$ cat src/rtl/pulse_peak_detector.sv
// Threshold-crossing pulse detector: reports peak amplitude, time-to-peak and width
// of each pulse, with a dead-time holdoff, pile-up flagging and width saturation.
module pulse_peak_detector #(
  parameter int DATA_WIDTH = 16,
  parameter int TIME_WIDTH = 12,
  parameter int HOLDOFF    = 8
) (
  input  logic                  clk,
  input  logic                  reset,
  input  logic [DATA_WIDTH-1:0] input_data,
  input  logic [DATA_WIDTH-1:0] threshold,
  output logic [DATA_WIDTH-1:0] peak_amplitude,
  output logic [TIME_WIDTH-1:0] peak_time,
  output logic [TIME_WIDTH-1:0] pulse_width,
  output logic                  peak_valid,
  output logic                  pile_up,
  output logic                  width_ovf,
  output logic [15:0]           pulse_count,
  output logic                  busy
);

  localparam logic [TIME_WIDTH-1:0] WIDTH_MAX = {TIME_WIDTH{1'b1}};
  localparam logic [7:0]            HOLD_LAST = 8'(HOLDOFF - 1);

  typedef enum logic [1:0] {
    S_IDLE    = 2'd0,
    S_ABOVE   = 2'd1,
    S_HOLDOFF = 2'd2
  } state_t;

  state_t                  state_r;
  logic [DATA_WIDTH-1:0]   sample_r;
  logic [DATA_WIDTH-1:0]   thr_r;
  logic                    sample_valid_r;
  logic                    prev_above_r;
  logic [DATA_WIDTH-1:0]   peak_r;
  logic [TIME_WIDTH-1:0]   ptime_r;
  logic [TIME_WIDTH-1:0]   width_r;
  logic [7:0]              hold_cnt_r;
  logic                    pile_pending_r;

  logic                    above_s;
  logic                    crossing_s;
  logic                    greater_s;
  logic                    end_pulse_s;
  logic [TIME_WIDTH-1:0]   width_inc_s;
  logic [DATA_WIDTH-1:0]   peak_upd_s;
  logic [TIME_WIDTH-1:0]   ptime_upd_s;

  assign above_s     = $signed(sample_r) > $signed(thr_r);
  assign crossing_s  = above_s && !prev_above_r;
  // Gated by above_s so a falling sample never replaces the peak.
  assign greater_s   = above_s && ($signed(sample_r) > $signed(peak_r));
  assign width_inc_s = width_r + TIME_WIDTH'(1);
  assign end_pulse_s = !above_s || (width_inc_s == WIDTH_MAX);
  assign peak_upd_s  = greater_s ? sample_r : peak_r;
  assign ptime_upd_s = greater_s ? width_r : ptime_r;

  // Input sample/threshold registers.
  always_ff @(posedge clk) begin
    if (reset) begin
      sample_r <= {DATA_WIDTH{1'b0}};
      thr_r    <= {DATA_WIDTH{1'b0}};
    end else begin
      sample_r <= input_data;
      thr_r    <= threshold;
    end
  end

  // Previous-sample above flag; held at 1 until the first real sample after reset
  // has been evaluated, so a signal that is already high cannot trigger.
  always_ff @(posedge clk) begin
    if (reset) begin
      sample_valid_r <= 1'b0;
      prev_above_r   <= 1'b1;
    end else begin
      sample_valid_r <= 1'b1;
      prev_above_r   <= sample_valid_r ? above_s : 1'b1;
    end
  end

  // Detection FSM with registered result outputs.
  always_ff @(posedge clk) begin
    if (reset) begin
      state_r        <= S_IDLE;
      peak_r         <= {DATA_WIDTH{1'b0}};
      ptime_r        <= {TIME_WIDTH{1'b0}};
      width_r        <= {TIME_WIDTH{1'b0}};
      hold_cnt_r     <= 8'd0;
      pile_pending_r <= 1'b0;
      peak_amplitude <= {DATA_WIDTH{1'b0}};
      peak_time      <= {TIME_WIDTH{1'b0}};
      pulse_width    <= {TIME_WIDTH{1'b0}};
      peak_valid     <= 1'b0;
      pile_up        <= 1'b0;
      width_ovf      <= 1'b0;
      pulse_count    <= 16'd0;
      busy           <= 1'b0;
    end else begin
      peak_valid <= 1'b0;
      case (state_r)
        S_IDLE: begin
          if (crossing_s) begin
            state_r <= S_ABOVE;
            peak_r  <= sample_r;
            ptime_r <= TIME_WIDTH'(0);
            width_r <= TIME_WIDTH'(1);
            busy    <= 1'b1;
          end else begin
            busy    <= 1'b0;
          end
        end
        S_ABOVE: begin
          if (above_s) begin
            peak_r  <= peak_upd_s;
            ptime_r <= ptime_upd_s;
            width_r <= width_inc_s;
          end
          busy <= 1'b1;
          // A still-high sample ends the pulse only when the width saturates.
          if (end_pulse_s) begin
            peak_amplitude <= peak_upd_s;
            peak_time      <= ptime_upd_s;
            pulse_width    <= above_s ? width_inc_s : width_r;
            width_ovf      <= above_s;
            pile_up        <= pile_pending_r;
            pile_pending_r <= 1'b0;
            peak_valid     <= 1'b1;
            if (pulse_count != 16'hFFFF) begin
              pulse_count  <= pulse_count + 16'd1;
            end
            hold_cnt_r     <= 8'd0;
            state_r        <= S_HOLDOFF;
          end
        end
        S_HOLDOFF: begin
          if (crossing_s) begin
            pile_pending_r <= 1'b1;
          end
          if (hold_cnt_r == HOLD_LAST) begin
            state_r    <= S_IDLE;
            busy       <= 1'b0;
          end else begin
            hold_cnt_r <= hold_cnt_r + 8'd1;
            busy       <= 1'b1;
          end
        end
        default: begin
          state_r <= S_IDLE;
          busy    <= 1'b0;
        end
      endcase
    end
  end

endmodule

$ cat config.mk
export PLATFORM = sky130hd
export DESIGN_NAME = pulse_peak_detector
export DESIGN_NICKNAME = d
export VERILOG_FILES = /design/src/rtl/pulse_peak_detector.sv
export SDC_FILE = /design/constraint.sdc
export NUM_CORES = 1
export LEC_CHECK = 0
export CAP_MARGIN = 20
export CORE_MARGIN = 2
export CORE_UTILIZATION = 40
export DETAILED_ROUTE_END_ITERATION = 10
export SETUP_SLACK_MARGIN = 0.5
export SYNTH_ARGS = -nofsm -noshare
export SYNTH_HDL_FRONTEND = slang
export SYNTH_SLANG_ARGS = --single-unit
$ cat constraint.sdc
create_clock -name clk -period 3.73 [get_ports clk]
set_input_delay 0.746 -clock clk [delete_from_list [all_inputs] [get_ports clk]]
set_output_delay 0.746 -clock clk [all_outputs]
set_load 0.005 [all_outputs]
Word level (Yosys, flattened, before mapping). Cells that the tools add are included.

Flip-flop bits (word level): 145. Bits of input ports: 34. Output and inout bits: 60. Logic and storage cells: 79.

Bitwise operators: 2. $add $sub $neg: 3. Reduce and logical (&&, ||, !) cells: 17. Equal/unequal tests: 11. Magnitude comparators: 2. Multiplexer cells: 26.

Operators by type and width (number): 12-bit two-way mux (5); 16-bit two-way mux (3); 12-bit case mux with 2 select lines (2); 16-bit greater-than comparator (2); 16-bit case mux with 2 select lines (1); 16-bit by 1-bit adder with 16-bit output, second input constant (1); 8-bit two-way mux (2); 16-bit != test, second input constant (1); 8-bit case mux with 2 select lines (1); 3-bit AND reduction (5); 12-bit by 1-bit adder with 12-bit output, second input constant (1); 12-bit equality test, second input constant (1); 2-bit != test, second input constant (6); 8-bit by 1-bit adder with 8-bit output, second input constant (1); 8-bit by 3-bit equality test with 1-bit output, second input constant (1); 1-bit two-way mux (6); 2-bit two-way mux (3); 2-bit case mux with 3 select lines (1); 2-bit AND reduction (2); 2-bit nonzero test (2); 2-bit OR reduction (2); 1-bit case mux with 3 select lines (1); 2-bit by 1-bit equality test with 1-bit output, second input constant (1); 2-bit equality test, second input constant (1); 6 further kinds (9).

Logic depth before layout (Yosys ltp). Gate-level depths: netlist (run 1).

Depth after elaboration: 5. Mapped depth: 12. Depth with buffers taken out: 9.

Worst setup path before layout (run 1). No wires, ideal clock.

Path type: register to register. From: reg sample_r[15]. To: reg pulse_count[0]. Library setup time: 121 ps. Path slack: 826 ps. Data required time: 3609 ps. Cell stages (with the launch flop): 11. Data arrival time: 2783 ps. Cell sequence: dfxtp_1 -> ha_1 -> nand4_1 -> or4_1 -> or3_1 -> clkbuf_1 -> nand2_1 -> o22ai_2 -> buf_2 -> a211oi_2 -> mux2_2.

Longest elaborated chain between the ends: 4.

RTL lines: start: declaration (RTL line 32) `logic [DATA_WIDTH-1:0] sample_r;`; start signal: assignment (RTL line 62) `sample_r <= {DATA_WIDTH{1'b0}};`; start signal: assignment (RTL line 65) `sample_r <= input_data;`; 16-bit greater-than comparator (RTL line 50) `assign above_s = $signed(sample_r) > $signed(thr_r);`; 1-bit zero test (RTL line 55) `assign end_pulse_s = !above_s || (width_inc_s == WIDTH_MAX);`; 1-bit logical OR (RTL line 55); 3-bit AND reduction (no source line); end signal: assignment (RTL line 130) `pulse_count <= pulse_count + 16'd1;`; end: declaration (RTL line 18) `output logic [15:0] pulse_count,`.

Every way passes these cells. A chain may end at the register's enable or synchronous reset.

Worst setup path in the final report (run 1).
From: reg sample_r[15]. To: reg pulse_count[4].

Same word-level chain as after synthesis.

==> qor.csv, run 1 <==
stage;metric;value;unit
flow_run;Max Cap Violations;0;
sta;Fin Hold WS;0.394;ns
pwr;LEAKAGE;3.40;nW
finish;fin util;0.503;
drt;detailed-route vias per instance;5.64;
critical_path;Critical Path AT;3.41;ns
drt;drt first pass iters;5;
floorplan;Die Span X;144;um
critical_path;Largest delay share family, worst path;simple AND/OR/NAND/NOR gates;
logic_synthesis;Syn Area/Cell;8.28;sq um
grt;grt total ovfl;0;
logic_synthesis;Synth Cell Area;0.00786;sq mm
hold_path;Tightest Hold Check Type;flop to flop;
sta;min cycle time layout;3.09;ns
sta;Slew Limit Fails;0;
clock_network;CTS Buffer Depth;2;
clock_network;H-tree depth;4;
critical_path;Worst Path Required;4.05;ns
floorplan;Initial Util;0.405;
drt;wirelength, routed;21900;um
logic_synthesis;Synth Register Bits;145;
grt;All-Layer GR Usage;0.217;
place;# port buffers;93;
logic_synthesis;register area share after synthesis;0.369;
critical_path;slowest stage delay, CP;0.60;ns
clock_network;clk sinks;145;
pwr;peak supply drop;311;uV
floorplan;total core area;0.0194;sq mm
sta;Max Clk Rate;0.324;GHz
logic_synthesis;Async S/R FF share, synth;0;
finish;share of post-route cells with drive strength above 1;0.105;
sta;Tcrit/Tclk final;0.828;
clock_network;clock transition at the registers of the reported paths;0.06;ns
pwr;pwr dens;401;mW/mm^2
critical_path;Worst Setup SP;sample_r[15];
logic_synthesis;Syn Nets;1019;
critical_path;Critical Path Slowest Stage Cell;or4_1;
critical_path;worst path cell trace;ha_1 -> nand4_1 -> or4_1 -> or3_4 -> nand2_1 -> o22ai_4 -> a2111oi_2 -> mux2_2;
logic_synthesis;number of synthesized flops with an enable pin;0;
sta;RSZ-0062 raised after global routing;true;
finish;FF+latch area;0.00290;sq mm
grt;first-pass GRT wire length;35600;um
finish;filler cell count;1913;
clock_network;Inserted Clock Buffers;17;
finish;Final nets;1084;
hold_path;hold_sp;sample_valid_r;
critical_path;worst-path maximum fanout;15;
drt;WL/cell;17.0;um
sta;setup tns final;0;ns
drt;Post-DRT Antenna Nets;0;
finish;area added between synthesis and finish;24.1;%
grt;vias in the first global route;6847;
critical_path;crit end category;flop;
logic_synthesis;Main synth FF type;dfxtp_1;
floorplan;standard-cell rows;51;
finish;Multi-input gate area;0.00454;sq mm
grt;largest net degree at the start of global routing;59;
finish;final instance area;0.00975;sq mm
drt;Vias;7288;
pwr;total power;0.00391;W
sta;max_slew headroom;0.119;
place;GPL Wtd Cong;0.853;
clock_network;root buf cell;clkbuf_16;
sta;Final Hold Fails;0;
critical_path;Startpoint Class;flop;
sta;Setup-failing EPs final;0;
sta;Worst Tran Pin Value;1.31;ns
clock_network;CTS tree;yes;
clock_network;Clock Latency Late Sink;0.43;ns
finish;antenna cells;0;
floorplan;Boundary Pins;94;
drt;DRC;0;
critical_path;critical path buffer and inverter count;0;
logic_synthesis;Syn Inst Count;949;
critical_path;RR Startpoint;sample_r[15];
critical_path;Setup CP Type;flop to flop;
floorplan;area of the die;0.0208;sq mm
status;status;complete, no violations;
place;hpwl dp;15000;um
sta;Setup Skew;0.00908;ns
place;Post-Place Cell Area;0.00905;sq mm
logic_synthesis;yosys warns;0;
grt;antenna violations before repair;0;
floorplan;chip height;144;um
logic_synthesis;Yosys cell types;66;
drt;initial drt markers;596;
-- path summary, 6_finish.rpt --
kind / endpoint / slack, ns / cells past startpoint
min reg2reg: prev_above_r / 0.39 / 1
max reg2reg: pulse_count[4] / 0.64 / 8
max: pulse_count[4] / 0.64 / 8
min: prev_above_r / 0.39 / 1
-- where the power goes --
group / leakage [nW] / switching, W / internal [W] / total [W]
logic: 1.94 / 0.000388 / 0.000248 / 0.000636
clock network: 0.272 / 0.000683 / 0.000952 / 0.00164
registers: 1.18 / 0.0000371 / 0.00160 / 0.00163
-- state kept, by name, summed over array words and instances (netlist names), 2 cells and up --
name / flops
peak_amplitude: 16
ptime_r: 12
pulse_width: 12
pulse_count: 16
hold_cnt_r: 8
peak_r: 16
sample_r: 16
thr_r: 16
width_r: 12
state_r: 2
peak_time: 12
-- cells in the final DEF, fill, tap and decap left out, drive strengths merged, types with 30 or more instances in the layout --
cell type	instances
o211ai	30
nor3	37
nor2b	67
nand3	41
a21oi	31
buf	36
o21ai	41
nand2	61
inv	46
nor2	55
clkdlybuf4s50	92
ha	36
nand4	49
dfxtp	145
-- cell usage after synthesis, drive strengths merged, types with 14 or more instances --
master / instances / area share
a21oi: 31 / 0.021
a311oi: 27 / 0.030
a31oi: 23 / 0.018
and2: 17 / 0.014
buf: 21 / 0.013
clkbuf: 61 / 0.029
dfxtp: 145 / 0.37
ha: 36 / 0.057
inv: 46 / 0.022
mux2: 14 / 0.020
mux2i: 21 / 0.027
nand2: 61 / 0.029
nand3: 41 / 0.026
nand4: 49 / 0.039
nor2: 55 / 0.026
nor2b: 67 / 0.053
nor3: 37 / 0.024
o211ai: 30 / 0.029
o21ai: 41 / 0.026
o31ai: 19 / 0.018
-- area by class of cell --
cell class | instances | share of cell area
multi-input combinational | 675 | 0.466
clock inverter | 12 | 0.0114
sequential | 145 | 0.298
tap | 265 | 0.0340
inverter | 47 | 0.0181
timing repair buffer | 128 | 0.126
clock buffer | 20 | 0.0468
-- repair_timing --
action | CTS | global route
hold buffers | 0 | 0
pin swaps | 0 | 6
endpoints found under the setup margin | 29 | 72
gates resized for setup | 6 | 19
buffers inserted | 2 | 2
-- per-stage QoR --
stage	cells	worst slack [ns]
after detailed placement	1256	0.408
after floorplan	949	0.826
after CTS	1290	0.448
after global routing	1292	0.466
after global placement	1256	0.523
final	1292	0.641
-- routing by layer --
layer | vias up | routed length, um | GRT usage
met5 | - | 0 | 0
met4 | 0 | 322 | 0.0664
met3 | 31 | 1140 | 0.0401
met2 | 233 | 9970 | 0.335
met1 | 3402 | 10500 | 0.306
li1 | 3622 | - | -
-- worst register-to-register path, cell delays in order, from the launching register on --
cell,delay [ns]
dfxtp_1,0.34
ha_1,0.31
nand4_1,0.15
or4_1,0.60
or3_4,0.44
nand2_1,0.16
o22ai_4,0.19
a2111oi_2,0.42
mux2_2,0.37
-- cell families (layout without fill, tap and decap cells) --
| family | after synthesis | in the layout | share of synthesized area |
|---|---|---|---|
| fa+ha+maj | 36 | 36 | 0.0573 |
| compound gates | 230 | 230 | 0.206 |
| buf+inv | 129 | 207 | 0.0650 |
| simple gates | 366 | 366 | 0.246 |
| flops | 145 | 145 | 0.369 |
| xor+xnor | 8 | 8 | 0.00891 |
| mux | 35 | 35 | 0.0468 |
Power figures use the tool's default switching activity.
==> inputs of run 2 (changes only) <==
Clock period 3.73 ns to 2.9 ns, I/O delays scaled along.
==> run 2 against run 1 <==
Compared with the run above:
- non-clock buffer count rose by 116
- die area did not move
- combinational power rose to 2.5 times the previous value
- maximum frequency rose by 8.6%
- cell area rose by 29%
- largest cell class unchanged
==> qor.csv, run 2 (synthesized netlist as in run 1, its figures left out) <==
stage;metric;value;unit
pwr;clock group share of total power;0.385;
pwr;LEAKAGE;4.37;nW
clock_network;Inserted Clock Buffers;17;
critical_path;critical path buffer and inverter count;4;
critical_path;Critical Path AT;3.18;ns
pwr;Sw Ratio;0.289;
drt;DRC;0;
pwr;total power;0.00601;W
finish;post-layout instance count excluding filler cells;1406;
drt;WL/cell;19.3;um
clock_network;CTS tree;yes;
floorplan;Die Span X;144;um
critical_path;Startpoint Class;flop;
grt;first-pass GRT wire length;38000;um
critical_path;R2R setup slack;0.05;ns
critical_path;slowest stage delay, CP;0.45;ns
critical_path;worst path cell trace;ha_4 -> or3b_2 -> o32a_1 -> o22ai_2 -> o2111a_2 -> buf_4 -> a32o_2 -> buf_12 -> buf_8 -> clkbuf_16 -> nor3_1 -> a311oi_1;
grt;vias in the first global route;7131;
sta;Worst Tran Pin Value;0.972;ns
drt;drt first pass iters;6;
clock_network;Clock Latency Late Sink;0.43;ns
hold_path;Tightest Hold Check Type;flop to flop;
finish;final instance area;0.0126;sq mm
drt;Post-DRT Antenna Nets;0;
floorplan;Boundary Pins;94;
finish;FF+latch area;0.00292;sq mm
floorplan;total core area;0.0194;sq mm
pwr;Psw;0.00173;W
floorplan;chip height;144;um
finish;antenna cells;0;
floorplan;Initial Util;0.405;
grt;antenna violations before repair;0;
pwr;Comb power frac;0.265;
drt;wirelength, routed;27200;um
critical_path;worst-path maximum fanout;6;
sta;Setup Skew;0.00868;ns
sta;max_slew headroom;0.349;
floorplan;standard-cell rows;51;
critical_path;Reg2Reg Depth;12;
sta;setup tns final;0;ns
place;hpwl dp;15400;um
critical_path;worst r2r dst;peak_amplitude[2];
finish;Multi-input gate area;0.00571;sq mm
sta;Slew Limit Fails;0;
hold_path;Hold Path Sink;prev_above_r;
floorplan;area of the die;0.0208;sq mm
sta;Final Hold Fails;0;
pwr;peak supply drop;443;uV
grt;grt total ovfl;0;
sta;RSZ-0062 raised after global routing;true;
critical_path;Largest delay share family, worst path;compound AO/OA/AOI/OAI gates;
drt;detailed-route vias per instance;5.80;
clock_network;CTS Buffer Depth;2;
sta;Setup-failing EPs final;0;
pwr;pwr dens;478;mW/mm^2
finish;share of post-route cells with drive strength above 1;0.327;
finish;area added between synthesis and finish;60.0;%
drt;Vias;8151;
status;status;complete, no violations;
finish;commonest cells after routing, fill and taps aside;131 x dfxtp_1, 92 x clkdlybuf4s50_1, 75 x buf_4, 67 x nor2b_1, 54 x nand2_1;
critical_path;Critical Path Slowest Stage Cell;or3b_2;
critical_path;Worst Path Required;3.23;ns
finish;Final nets;1200;
sta;Tcrit/Tclk final;0.981;
place;Post-Place Cell Area;0.00981;sq mm
clock_network;H-tree depth;4;
finish;filler cell count;1586;
flow_run;Max Cap Violations;0;
clock_network;root buf cell;clkbuf_16;
clock_network;clock transition at the registers of the reported paths;0.07;ns
pwr;Pint;0.00427;W
grt;All-Layer GR Usage;0.231;
finish;commonest non-fill, non-tap cell in the layout;dfxtp_1;
pwr;Flop pwr share;0.350;
finish;fin util;0.648;
critical_path;crit end category;flop;
critical_path;RR Startpoint;width_r[1];
sta;min cycle time layout;2.85;ns
place;# port buffers;93;
hold_path;Hold Path Stages;1;
grt;largest net degree at the start of global routing;79;
sta;Max Clk Rate;0.351;GHz
hold_path;hold_sp;sample_valid_r;
place;placed insts;1307;
critical_path;Setup CP Type;flop to flop;
place;GPL Wtd Cong;0.868;
clock_network;clk sinks;145;
drt;initial drt markers;661;
## run 2: layer usage
layer	global-route usage	wire [um]	vias to the layer above
met5	0	0	-
met4	0.0613	766	0
met3	0.0391	1630	67
met2	0.373	12900	331
met1	0.319	11800	3879
li1	-	-	3874
## run 2: per-stage QoR
| step | hold slack, ns | worst slack [ns] |
|---|---|---|
| after CTS | 0.386 | 0.0812 |
| after detailed placement | 0.373 | -0.0951 |
| final | 0.393 | 0.0547 |
| after floorplan | 0.368 | 0.244 |
| after global placement | 0.371 | -0.0495 |
| after global routing | 0.413 | 0.0118 |
## run 2: layout make-up
| type | count | share of cell area |
|---|---|---|
| clock buffers | 20 | 0.0347 |
| repair buffers | 244 | 0.226 |
| flip-flops and latches | 145 | 0.232 |
| multi-input cells | 675 | 0.454 |
| inverters | 47 | 0.0140 |
| well taps | 265 | 0.0264 |
| clock inverters | 10 | 0.0129 |
## run 2: worst reg2reg max path: stages, from the launching register on
cell,delay [ns]
dfxtp_1,0.34
ha_4,0.19
or3b_2,0.45
o32a_1,0.18
o22ai_2,0.16
o2111a_2,0.34
buf_4,0.16
a32o_2,0.19
buf_12,0.13
buf_8,0.13
clkbuf_16,0.15
nor3_1,0.05
a311oi_1,0.27
## run 2: how the worst max path moves through the flow
| stage | from | endpoint | slack [ns] | cells past startpoint |
|---|---|---|---|---|
| 3_3_place_gp | thr_r[11] | pulse_width[1] | -0.05 | 12 |
| 6_report | width_r[1] | peak_amplitude[2] | 0.05 | 12 |
| 3_5_place_dp | thr_r[11] | pulse_width[1] | -0.1 | 12 |
| 5_1_grt | width_r[1] | peak_amplitude[2] | 0.01 | 12 |
| 2_1_floorplan | thr_r[11] | pulse_count[0] | 0.24 | 11 |
| 4_1_cts | thr_r[11] | pulse_count[4] | 0.08 | 10 |
## run 2: power groups by stage
| stage | registers [W] | logic (W) | clock network, W |
|---|---|---|---|
| 3_5_place_dp | 0.00213 | 0.000930 | 0 |
| 2_1_floorplan | 0.00213 | 0.000594 | 0 |
| 4_1_cts | 0.00209 | 0.00118 | 0.00232 |
| 3_3_place_gp | 0.00213 | 0.000929 | 0 |
| 5_1_grt | 0.00211 | 0.00167 | 0.00241 |
| 6_report | 0.00210 | 0.00159 | 0.00231 |
## run 2: repair_timing
action	4_1_cts	5_1_grt
endpoints found under the setup margin	112	112
gates resized for setup	77	181
hold buffers	0	0
cloned	5	20
setup buffers	16	28
pin swaps	40	95
